$ cat src/rtl/stream_header_append_if.sv
// stream_header_append_if
// Stream word bundle of the header appender: the imager-side input word
// (dvi/dtypei/datai) and the DRAM-writer-side output word (dvo/dtypeo/datao).
// The master modport is the side that produces input words and consumes
// output words; the block itself connects to the slave modport.
// Also provides the stream word-type codes shared by design and bench.

`ifndef STREAM_DTYPE_DEFS
`define STREAM_DTYPE_DEFS
`define DTYPE_WIDTH        4
`define DTYPE_FRAME_START  4'h1
`define DTYPE_FRAME_END    4'h2
`define DTYPE_HEADER_START 4'h3
`define DTYPE_HEADER_END   4'h4
`define DTYPE_HEADER       4'h5
`define DTYPE_PIXEL_MASK   4'h8
`endif

interface stream_header_append_if #(
  parameter int DATA_WIDTH = 16
);
  logic                    dvi;
  logic [`DTYPE_WIDTH-1:0] dtypei;
  logic [DATA_WIDTH-1:0]   datai;
  logic                    dvo;
  logic [`DTYPE_WIDTH-1:0] dtypeo;
  logic [DATA_WIDTH-1:0]   datao;

  modport master (
    output dvi, dtypei, datai,
    input  dvo, dtypeo, datao
  );

  modport slave (
    input  dvi, dtypei, datai,
    output dvo, dtypeo, datao
  );
endinterface

$ cat src/rtl/stream_header_append.sv
// stream_header_append
// Passes an imager stream through unchanged and appends a generated header
// burst (HEADER_START, HEADER_WORDS words, HEADER_END) after every FRAME_END.
// The stream cannot be stalled, so a small FIFO absorbs words arriving while a
// header is being emitted; words arriving into a full FIFO are dropped and
// flagged on the sticky overflow output.
// Optional feature macro: STREAM_HDR_TIMESTAMP_EN -- when defined, a free
// running cycle counter is latched at each FRAME_START pop and reported in
// header words 6/7; when undefined those words are zero.

`ifndef STREAM_DTYPE_DEFS
`define STREAM_DTYPE_DEFS
`define DTYPE_WIDTH        4
`define DTYPE_FRAME_START  4'h1
`define DTYPE_FRAME_END    4'h2
`define DTYPE_HEADER_START 4'h3
`define DTYPE_HEADER_END   4'h4
`define DTYPE_HEADER       4'h5
`define DTYPE_PIXEL_MASK   4'h8
`endif

module stream_header_append #(
  parameter int DATA_WIDTH   = 16,
  parameter int HEADER_WORDS = 16,
  parameter int FIFO_AW      = 5
) (
  input  logic                         clk,
  input  logic                         reset,
  input  logic                         enable,
  stream_header_append_if.slave        sif,
  output logic [31:0]                  frame_count,
  output logic                         overflow
);

  localparam int TW    = `DTYPE_WIDTH;
  localparam int WW    = TW + DATA_WIDTH;
  localparam int DEPTH = 1 << FIFO_AW;
  localparam int IDX_W = $clog2(HEADER_WORDS);

  localparam logic [FIFO_AW:0] PTR_ONE    = {{FIFO_AW{1'b0}}, 1'b1};
  localparam logic [FIFO_AW:0] FULL_COUNT = {1'b1, {FIFO_AW{1'b0}}};
  localparam logic [IDX_W-1:0] IDX_ONE    = {{(IDX_W-1){1'b0}}, 1'b1};
  localparam logic [IDX_W-1:0] LAST_IDX   = IDX_W'(HEADER_WORDS - 1);

  typedef enum logic [1:0] {
    ST_PASS,
    ST_HDR_START,
    ST_HDR_DATA,
    ST_HDR_END
  } state_t;

  state_t                  state_q, state_d;
  logic [IDX_W-1:0]        hdr_idx_q, hdr_idx_d;
  logic                    dvo_q, dvo_d;
  logic [TW-1:0]           dtypeo_q, dtypeo_d;
  logic [DATA_WIDTH-1:0]   datao_q, datao_d;
  logic [31:0]             frame_count_q, frame_count_d;
  logic [31:0]             pix_cnt_q, pix_cnt_d;
  logic                    overflow_q;
  logic [31:0]             ts_lat;

  // ------------------------------------------------------------------
  // Input FIFO. Pointers carry one extra bit so that a full FIFO and an
  // empty FIFO (equal low bits in both cases) can be told apart.
  // ------------------------------------------------------------------
  logic [WW-1:0]           fifo_mem [DEPTH];
  logic [FIFO_AW:0]        wr_ptr_q, rd_ptr_q;
  logic [FIFO_AW:0]        fifo_count;
  logic                    fifo_empty, fifo_full;
  logic                    in_is_hdr, in_accept, fifo_pop, fifo_wr, in_drop;
  logic [WW-1:0]           fifo_rd_word;
  logic [TW-1:0]           pop_dtype;
  logic [DATA_WIDTH-1:0]   pop_data;

  assign fifo_count = wr_ptr_q - rd_ptr_q;
  assign fifo_empty = (fifo_count == '0);
  assign fifo_full  = (fifo_count == FULL_COUNT);

  // Header-type words from upstream are discarded: this block is the only
  // legitimate header source downstream of the imager.
  assign in_is_hdr = (sif.dtypei == `DTYPE_HEADER_START) ||
                     (sif.dtypei == `DTYPE_HEADER_END)   ||
                     (sif.dtypei == `DTYPE_HEADER);
  assign in_accept = enable && sif.dvi && !in_is_hdr;

  // Pops only happen while passing the stream through.
  assign fifo_pop  = enable && (state_q == ST_PASS) && !fifo_empty;

  // A pop in the same cycle frees the slot a write into a full FIFO needs.
  assign fifo_wr   = in_accept && (!fifo_full || fifo_pop);
  assign in_drop   = in_accept && fifo_full && !fifo_pop;

  assign fifo_rd_word = fifo_mem[rd_ptr_q[FIFO_AW-1:0]];
  assign pop_dtype    = fifo_rd_word[WW-1:DATA_WIDTH];
  assign pop_data     = fifo_rd_word[DATA_WIDTH-1:0];

  // FIFO storage write port; contents need no reset, pointers define validity.
  always_ff @(posedge clk) begin
    if (fifo_wr) begin
      fifo_mem[wr_ptr_q[FIFO_AW-1:0]] <= {sif.dtypei, sif.datai};
    end
  end

  // FIFO pointers; enable low empties the FIFO.
  always_ff @(posedge clk or posedge reset) begin
    if (reset) begin
      wr_ptr_q <= '0;
      rd_ptr_q <= '0;
    end else if (!enable) begin
      wr_ptr_q <= '0;
      rd_ptr_q <= '0;
    end else begin
      if (fifo_wr) begin
        wr_ptr_q <= wr_ptr_q + PTR_ONE;
      end
      if (fifo_pop) begin
        rd_ptr_q <= rd_ptr_q + PTR_ONE;
      end
    end
  end

  // Sticky drop flag; only reset or enable low clears it.
  always_ff @(posedge clk or posedge reset) begin
    if (reset) begin
      overflow_q <= 1'b0;
    end else if (!enable) begin
      overflow_q <= 1'b0;
    end else if (in_drop) begin
      overflow_q <= 1'b1;
    end
  end

  // ------------------------------------------------------------------
  // Timestamp: free-running cycle counter sampled at FRAME_START pops.
  // ------------------------------------------------------------------
`ifdef STREAM_HDR_TIMESTAMP_EN
  logic [31:0] ts_cnt_q;
  logic [31:0] ts_lat_q;

  // Free-running counter, cleared by reset only.
  always_ff @(posedge clk or posedge reset) begin
    if (reset) begin
      ts_cnt_q <= '0;
    end else begin
      ts_cnt_q <= ts_cnt_q + 32'd1;
    end
  end

  // Capture the counter when a FRAME_START leaves the FIFO.
  always_ff @(posedge clk or posedge reset) begin
    if (reset) begin
      ts_lat_q <= '0;
    end else if (!enable) begin
      ts_lat_q <= '0;
    end else if (fifo_pop && (pop_dtype == `DTYPE_FRAME_START)) begin
      ts_lat_q <= ts_cnt_q;
    end
  end

  assign ts_lat = ts_lat_q;
`else
  assign ts_lat = '0;
`endif

  // ------------------------------------------------------------------
  // Header payload table, one entry per header word index.
  // Words 2/3 are frame-length slots the DRAM writer fills in later.
  // ------------------------------------------------------------------
  logic [DATA_WIDTH-1:0] hdr_word [HEADER_WORDS];

  for (genvar gi = 0; gi < HEADER_WORDS; gi++) begin : g_hdr_word
    if (gi == 0) begin : g_fc_lo
      assign hdr_word[gi] = DATA_WIDTH'(frame_count_q[15:0]);
    end else if (gi == 1) begin : g_fc_hi
      assign hdr_word[gi] = DATA_WIDTH'(frame_count_q[31:16]);
    end else if (gi == 4) begin : g_pix_lo
      assign hdr_word[gi] = DATA_WIDTH'(pix_cnt_q[15:0]);
    end else if (gi == 5) begin : g_pix_hi
      assign hdr_word[gi] = DATA_WIDTH'(pix_cnt_q[31:16]);
    end else if (gi == 6) begin : g_ts_lo
      assign hdr_word[gi] = DATA_WIDTH'(ts_lat[15:0]);
    end else if (gi == 7) begin : g_ts_hi
      assign hdr_word[gi] = DATA_WIDTH'(ts_lat[31:16]);
    end else begin : g_zero
      assign hdr_word[gi] = '0;
    end
  end

  // ------------------------------------------------------------------
  // Formatter FSM
  // ------------------------------------------------------------------

  // Next state, next output word and counter updates.
  always_comb begin
    state_d       = state_q;
    hdr_idx_d     = hdr_idx_q;
    dvo_d         = 1'b0;
    dtypeo_d      = dtypeo_q;
    datao_d       = datao_q;
    frame_count_d = frame_count_q;
    pix_cnt_d     = pix_cnt_q;

    if (!enable) begin
      // Flush: abandon any header in progress without its HEADER_END.
      state_d       = ST_PASS;
      hdr_idx_d     = '0;
      frame_count_d = '0;
      pix_cnt_d     = '0;
    end else begin
      case (state_q)
        ST_PASS: begin
          if (fifo_pop) begin
            dvo_d    = 1'b1;
            dtypeo_d = pop_dtype;
            datao_d  = pop_data;
            if (pop_dtype == `DTYPE_FRAME_START) begin
              pix_cnt_d = '0;
            end else if ((pop_dtype & `DTYPE_PIXEL_MASK) != '0) begin
              pix_cnt_d = pix_cnt_q + 32'd1;
            end
            if (pop_dtype == `DTYPE_FRAME_END) begin
              state_d = ST_HDR_START;
            end
          end
        end
        ST_HDR_START: begin
          dvo_d     = 1'b1;
          dtypeo_d  = `DTYPE_HEADER_START;
          datao_d   = '0;
          hdr_idx_d = '0;
          state_d   = ST_HDR_DATA;
        end
        ST_HDR_DATA: begin
          dvo_d    = 1'b1;
          dtypeo_d = `DTYPE_HEADER;
          datao_d  = hdr_word[hdr_idx_q];
          if (hdr_idx_q == LAST_IDX) begin
            state_d = ST_HDR_END;
          end else begin
            hdr_idx_d = hdr_idx_q + IDX_ONE;
          end
        end
        ST_HDR_END: begin
          dvo_d         = 1'b1;
          dtypeo_d      = `DTYPE_HEADER_END;
          datao_d       = '0;
          frame_count_d = frame_count_q + 32'd1;
          state_d       = ST_PASS;
        end
        default: begin
          state_d = ST_PASS;
        end
      endcase
    end
  end

  // State, counters and registered output word.
  always_ff @(posedge clk or posedge reset) begin
    if (reset) begin
      state_q       <= ST_PASS;
      hdr_idx_q     <= '0;
      dvo_q         <= 1'b0;
      dtypeo_q      <= '0;
      datao_q       <= '0;
      frame_count_q <= '0;
      pix_cnt_q     <= '0;
    end else begin
      state_q       <= state_d;
      hdr_idx_q     <= hdr_idx_d;
      dvo_q         <= dvo_d;
      dtypeo_q      <= dtypeo_d;
      datao_q       <= datao_d;
      frame_count_q <= frame_count_d;
      pix_cnt_q     <= pix_cnt_d;
    end
  end

  assign sif.dvo     = dvo_q;
  assign sif.dtypeo  = dtypeo_q;
  assign sif.datao   = datao_q;
  assign frame_count = frame_count_q;
  assign overflow    = overflow_q;

endmodule
$ cat src/flat_wrapper.sv
// flat-port wrapper written by rule: the top's interface ports become plain ports
module stream_header_append_flat 
#(
  parameter int DATA_WIDTH   = 16,
  parameter int HEADER_WORDS = 16,
  parameter int FIFO_AW      = 5
)
  (clk, reset, enable, frame_count, overflow, sif_dvi, sif_dtypei, sif_datai, sif_dvo, sif_dtypeo, sif_datao);
  stream_header_append_if #(.DATA_WIDTH(DATA_WIDTH)) sif_i ();
  input  logic clk;
  input  logic reset;
  input  logic enable;
  output logic [31:0] frame_count;
  output logic overflow;
  input wire logic [$bits(sif_i.dvi)-1:0] sif_dvi;
  input wire logic [$bits(sif_i.dtypei)-1:0] sif_dtypei;
  input wire logic [$bits(sif_i.datai)-1:0] sif_datai;
  output wire logic [$bits(sif_i.dvo)-1:0] sif_dvo;
  output wire logic [$bits(sif_i.dtypeo)-1:0] sif_dtypeo;
  output wire logic [$bits(sif_i.datao)-1:0] sif_datao;
  assign sif_i.dvi = sif_dvi;
  assign sif_i.dtypei = sif_dtypei;
  assign sif_i.datai = sif_datai;
  assign sif_dvo = sif_i.dvo;
  assign sif_dtypeo = sif_i.dtypeo;
  assign sif_datao = sif_i.datao;
  stream_header_append #(.DATA_WIDTH(DATA_WIDTH), .HEADER_WORDS(HEADER_WORDS), .FIFO_AW(FIFO_AW)) u_core (.clk(clk), .reset(reset), .enable(enable), .sif(sif_i), .frame_count(frame_count), .overflow(overflow));
endmodule
$ cat config.mk
export PLATFORM = sky130hd
export DESIGN_NAME = stream_header_append_flat
export DESIGN_NICKNAME = d
export VERILOG_FILES = /design/src/rtl/stream_header_append_if.sv /design/src/rtl/stream_header_append.sv /design/src/flat_wrapper.sv
export SDC_FILE = /design/constraint.sdc
export NUM_CORES = 1
export LEC_CHECK = 0
export ABC_AREA = 1
export CAP_MARGIN = 20
export CORE_ASPECT_RATIO = 1.1
export CORE_UTILIZATION = 43
export CTS_CLUSTER_DIAMETER = 150
export DETAILED_ROUTE_END_ITERATION = 10
export GPL_TIMING_DRIVEN = 0
export PLACE_DENSITY = 0.6
export SLEW_MARGIN = 20
export SYNTH_ARGS = -nofsm -noshare
export SYNTH_HDL_FRONTEND = slang
export SYNTH_SLANG_ARGS = --single-unit
$ cat constraint.sdc
create_clock -name clk -period 13.2 [get_ports clk]
set_input_delay 1.98 -clock clk [delete_from_list [all_inputs] [get_ports clk]]
set_output_delay 1.98 -clock clk [all_outputs]
set_load 0.1 [all_outputs]
==> results.json <==
{
  "grt_pass1_vias": 23500,
  "cts_setup_buffers": 0,
  "yosysSeqAreaShare_pct": 67.41,
  "end_kind": "flip-flop",
  "cts_tree": "built",
  "first_pass_iters": 5,
  "r2r_end": "u_core.fifo_mem[5][2]$_DFFE_PP_",
  "die_w_um": 263.6,
  "multi_input_area_mm2": 0.009295,
  "grt_pass1_wl_um": 155500,
  "crit_start": "sif_dtypei[2]",
  "groute.usage.overall_pct": 27.82,
  "yosys-top-cells-count": "edfxtp_1 (640), nand2_1 (598), nor2_1 (361)",
  "hp-class": "flip-flop to flip-flop",
  "power_density_mw_per_mm2": 183.5,
  "ir_worst_vdd_v": 0.0001284,
  "whs_endpoint": "u_core.sif.datao[2]$_DFFE_PP0P_",
  "maxSlewHeadroom_pct": 22.98,
  "synth_top_area_cell": "edfxtp_1",
  "total_leakage_power_nw": 13.81,
  "synth_area_mm2": 0.03237,
  "final_util_pct": 50.83,
  "clock_path_buffers": 3,
  "initial_core_util_pct": 43.46,
  "portBuffers": 76,
  "hold_viol_final": 0,
  "maxCapViolCount": 0,
  "cp-start-kind": "input pin",
  "status": "finished, final reports clean",
  "synth.top_cell.area_share_pct": 59.37,
  "maxSlewViolCount": 0,
  "cp_data_required_time_ns": 13.52,
  "crit_chain": "clkdlybuf4s50_1 > o21ai_0 > nand2_1 > nand3_1 > inv_1 > nand2_1 > clkbuf_1 > nor3_2 > buf_4 > buf_4 > buf_4",
  "drt_iter0_drc": 2755,
  "hold_depth": 2,
  "worst_r2r_path_depth": 18,
  "drt-total-wl_um": 107100,
  "finClkSkew_ns": 0.03347,
  "worstHoldStart": "u_core.sif.datao[2]$_DFFE_PP0P_",
  "ant_nets": 0,
  "clock_sinks": 744,
  "ys_warn_count": 0,
  "antenna_found_initial": 2,
  "via_per_inst": 5.786,
  "clk_pin_slew_ns": 0.06,
  "critPathMostFrequentCell": "buf_4",
  "setup_viol": 0,
  "r2r_start": "u_core.rd_ptr_q[2]$_DFFE_PP0P_",
  "synth_area_leaders": "edfxtp_1 (59%), dfrtp_1 (8.0%), nand2_1 (6.9%)",
  "dp_hpwl_um": 76250,
  "ys_ff_latch": 744,
  "num_rows": 105,
  "ctsResizeCount": 0,
  "seq_area_mm2": 0.02182,
  "synth_enable_flop_cells": 640,
  "io_pins": 78,
  "cp_max_fo": 34,
  "max_clock_freq_mhz": 181.6,
  "syn_inst": 2985,
  "period_share_pct": 41.71,
  "coreArea_mm2": 0.07449,
  "cpPeakStageDelay_ns": 1.24,
  "die_h_um": 289.8,
  "syn_nets": 3026,
  "path_class": "input pin to flip-flop",
  "syn_to_final_growth_pct": 16.96,
  "min_period_ns": 5.506,
  "cts-root-buf": "clkbuf_16",
  "numCtsBuffers": 80,
  "rsz0062_at_grt": "false",
  "clk_latency_ns": 0.64,
  "ys.flop_type": "edfxtp_1",
  "finalSetupTns_ns": 0,
  "drive_above_1_share_pct": 11.56,
  "async_reset_ff_share_pct": 13.98,
  "final_nets": 3282,
  "grt_overflow": 0,
  "h-tree-depth": 3,
  "syn_avg_cell_area_um2": 10.84,
  "wire_per_inst_um": 25.09,
  "vias": 24700,
  "worst_slew_pin_slew_ns": 1.152,
  "yosysMostFrequentCell": "edfxtp_1",
  "nFillCells": 6564,
  "gp_congestion": 0.9122,
  "grt_max_degree": 67,
  "rrSetupSlack_ns": 7.94,
  "die_area_mm2": 0.07638,
  "slowest_stage": "clkdlybuf4s50_1",
  "arrival_ns": 5.82,
  "ys_types": 45,
  "remaining_drc_errors": 0,
  "cts_hold_buf": 0
}
## area by class of cell
| cell class | count | share of cell area, % |
|---|---|---|
| clock buffer | 103 | 5.766 |
| multi-input combinational | 1946 | 24.55 |
| tap | 963 | 3.182 |
| clock inverter | 42 | 1.077 |
| timing repair buffer | 174 | 4.028 |
| antenna | 1 | 0.006609 |
| sequential | 744 | 57.63 |
| buffer | 182 | 2.611 |
| inverter | 113 | 1.147 |
## stage by stage
stage / hold WS [ns] / area [um2] / std cells / setup WS (ns) / total power [mW]
finish: 0.4804 / 37860 / 4268 / 7.694 / 6.948
global route: 0.5088 / 37860 / 4267 / 7.510 / 7.193
CTS: 0.4821 / 37880 / 4266 / 7.775 / 6.953
detailed placement: 0.4664 / 35280 / 4121 / 7.122 / 4.732
global placement: 0.4725 / 34340 / 4024 / 4.616 / 4.703
floorplan: 0.4902 / 32370 / 2985 / 8.488 / 3.948
## logic make-up after synthesis
logic type,after synthesis,synth area share (%)
buffers and inverters,295,4.379
adder cells (fa/ha/maj),17,0.6571
AND/OR/NAND/NOR,1299,16.96
AO/OA/AOI/OAI,614,10.17
flip-flops,744,67.41
XOR/XNOR,16,0.4329
## flip-flops by register name, summed over array words and instances (netlist names)
| signal | flops |
|---|---|
| u_core.fifo_mem | 640 |
| u_core.frame_count | 32 |
| u_core.pix_cnt_q | 32 |
| u_core.sif.datao | 16 |
| u_core.rd_ptr_q | 6 |
| u_core.wr_ptr_q | 6 |
| u_core.hdr_idx_q | 4 |
| u_core.sif.dtypeo | 4 |
| u_core.state_q | 2 |
| u_core.overflow | 1 |
| u_core.sif.dvo | 1 |
## metal layers
metal  vias up  part of all wire (%)  global-route usage [%]  routed length (um)
met5         -                 0.012                       0                  13
met4         2                   4.3                   12.38                4571
met3       235                   7.9                   4.660                8492
met2      1187                    49                   47.37               52170
met1     12130                    39                   35.04               41840
li1      11140                     -                       -                   -
## worst max-delay path by stage
stage | endpoint | slack (ns) | depth (start not counted)
2_1_floorplan | u_core.frame_count[0]$_DFFE_PP0P_ | 8.49 | 1
3_3_place_gp | u_core.fifo_mem[10][0]$_DFFE_PP_ | 4.62 | 8
3_5_place_dp | u_core.fifo_mem[5][13]$_DFFE_PP_ | 7.12 | 11
4_1_cts | u_core.fifo_mem[5][2]$_DFFE_PP_ | 7.77 | 11
5_1_grt | u_core.fifo_mem[5][2]$_DFFE_PP_ | 7.51 | 11
6_report | u_core.fifo_mem[5][2]$_DFFE_PP_ | 7.69 | 11
## cells in the final DEF (no fill, tap or decap), types with 3 or more instances in the layout
cell / instances
edfxtp_1: 640
nand2_1: 598
nor2_1: 360
o21ai_0: 316
nand3_1: 180
o22ai_1: 130
inv_1: 105
dfrtp_1: 104
buf_4: 98
clkbuf_1: 97
clkbuf_16: 84
o21ai_1: 78
buf_2: 70
a21oi_1: 68
clkdlybuf4s50_1: 61
nand4_1: 59
buf_6: 36
nor3_2: 33
nor3_1: 32
ha_1: 17
clkinv_1: 16
xor2_1: 15
clkinv_2: 15
buf_1: 8
nor4_1: 7
or2_2: 7
bufinv_16: 7
a31oi_1: 6
nand3b_1: 4
nor2_4: 4
and3_1: 4
nand3_2: 3
o211ai_1: 3
o31ai_1: 3
a221oi_1: 3
inv_6: 3
## worst max-delay path: cells and delay by family
| kind | cells | cell delay [ns] |
|---|---|---|
| buf+inv | 6 | 2.47 |
| compound gates | 1 | 0.23 |
| simple gates | 4 | 1.11 |
## power breakdown
group	switching (mW)	total [mW]	internal (mW)	leakage, nW
combinational	1.54	2.07	0.529	5.37
sequential	0.0360	2.64	2.60	7.17
clock	0.930	2.24	1.31	1.27
total	2.51	6.95	4.44	13.8
Power figures use the tool's default switching activity.
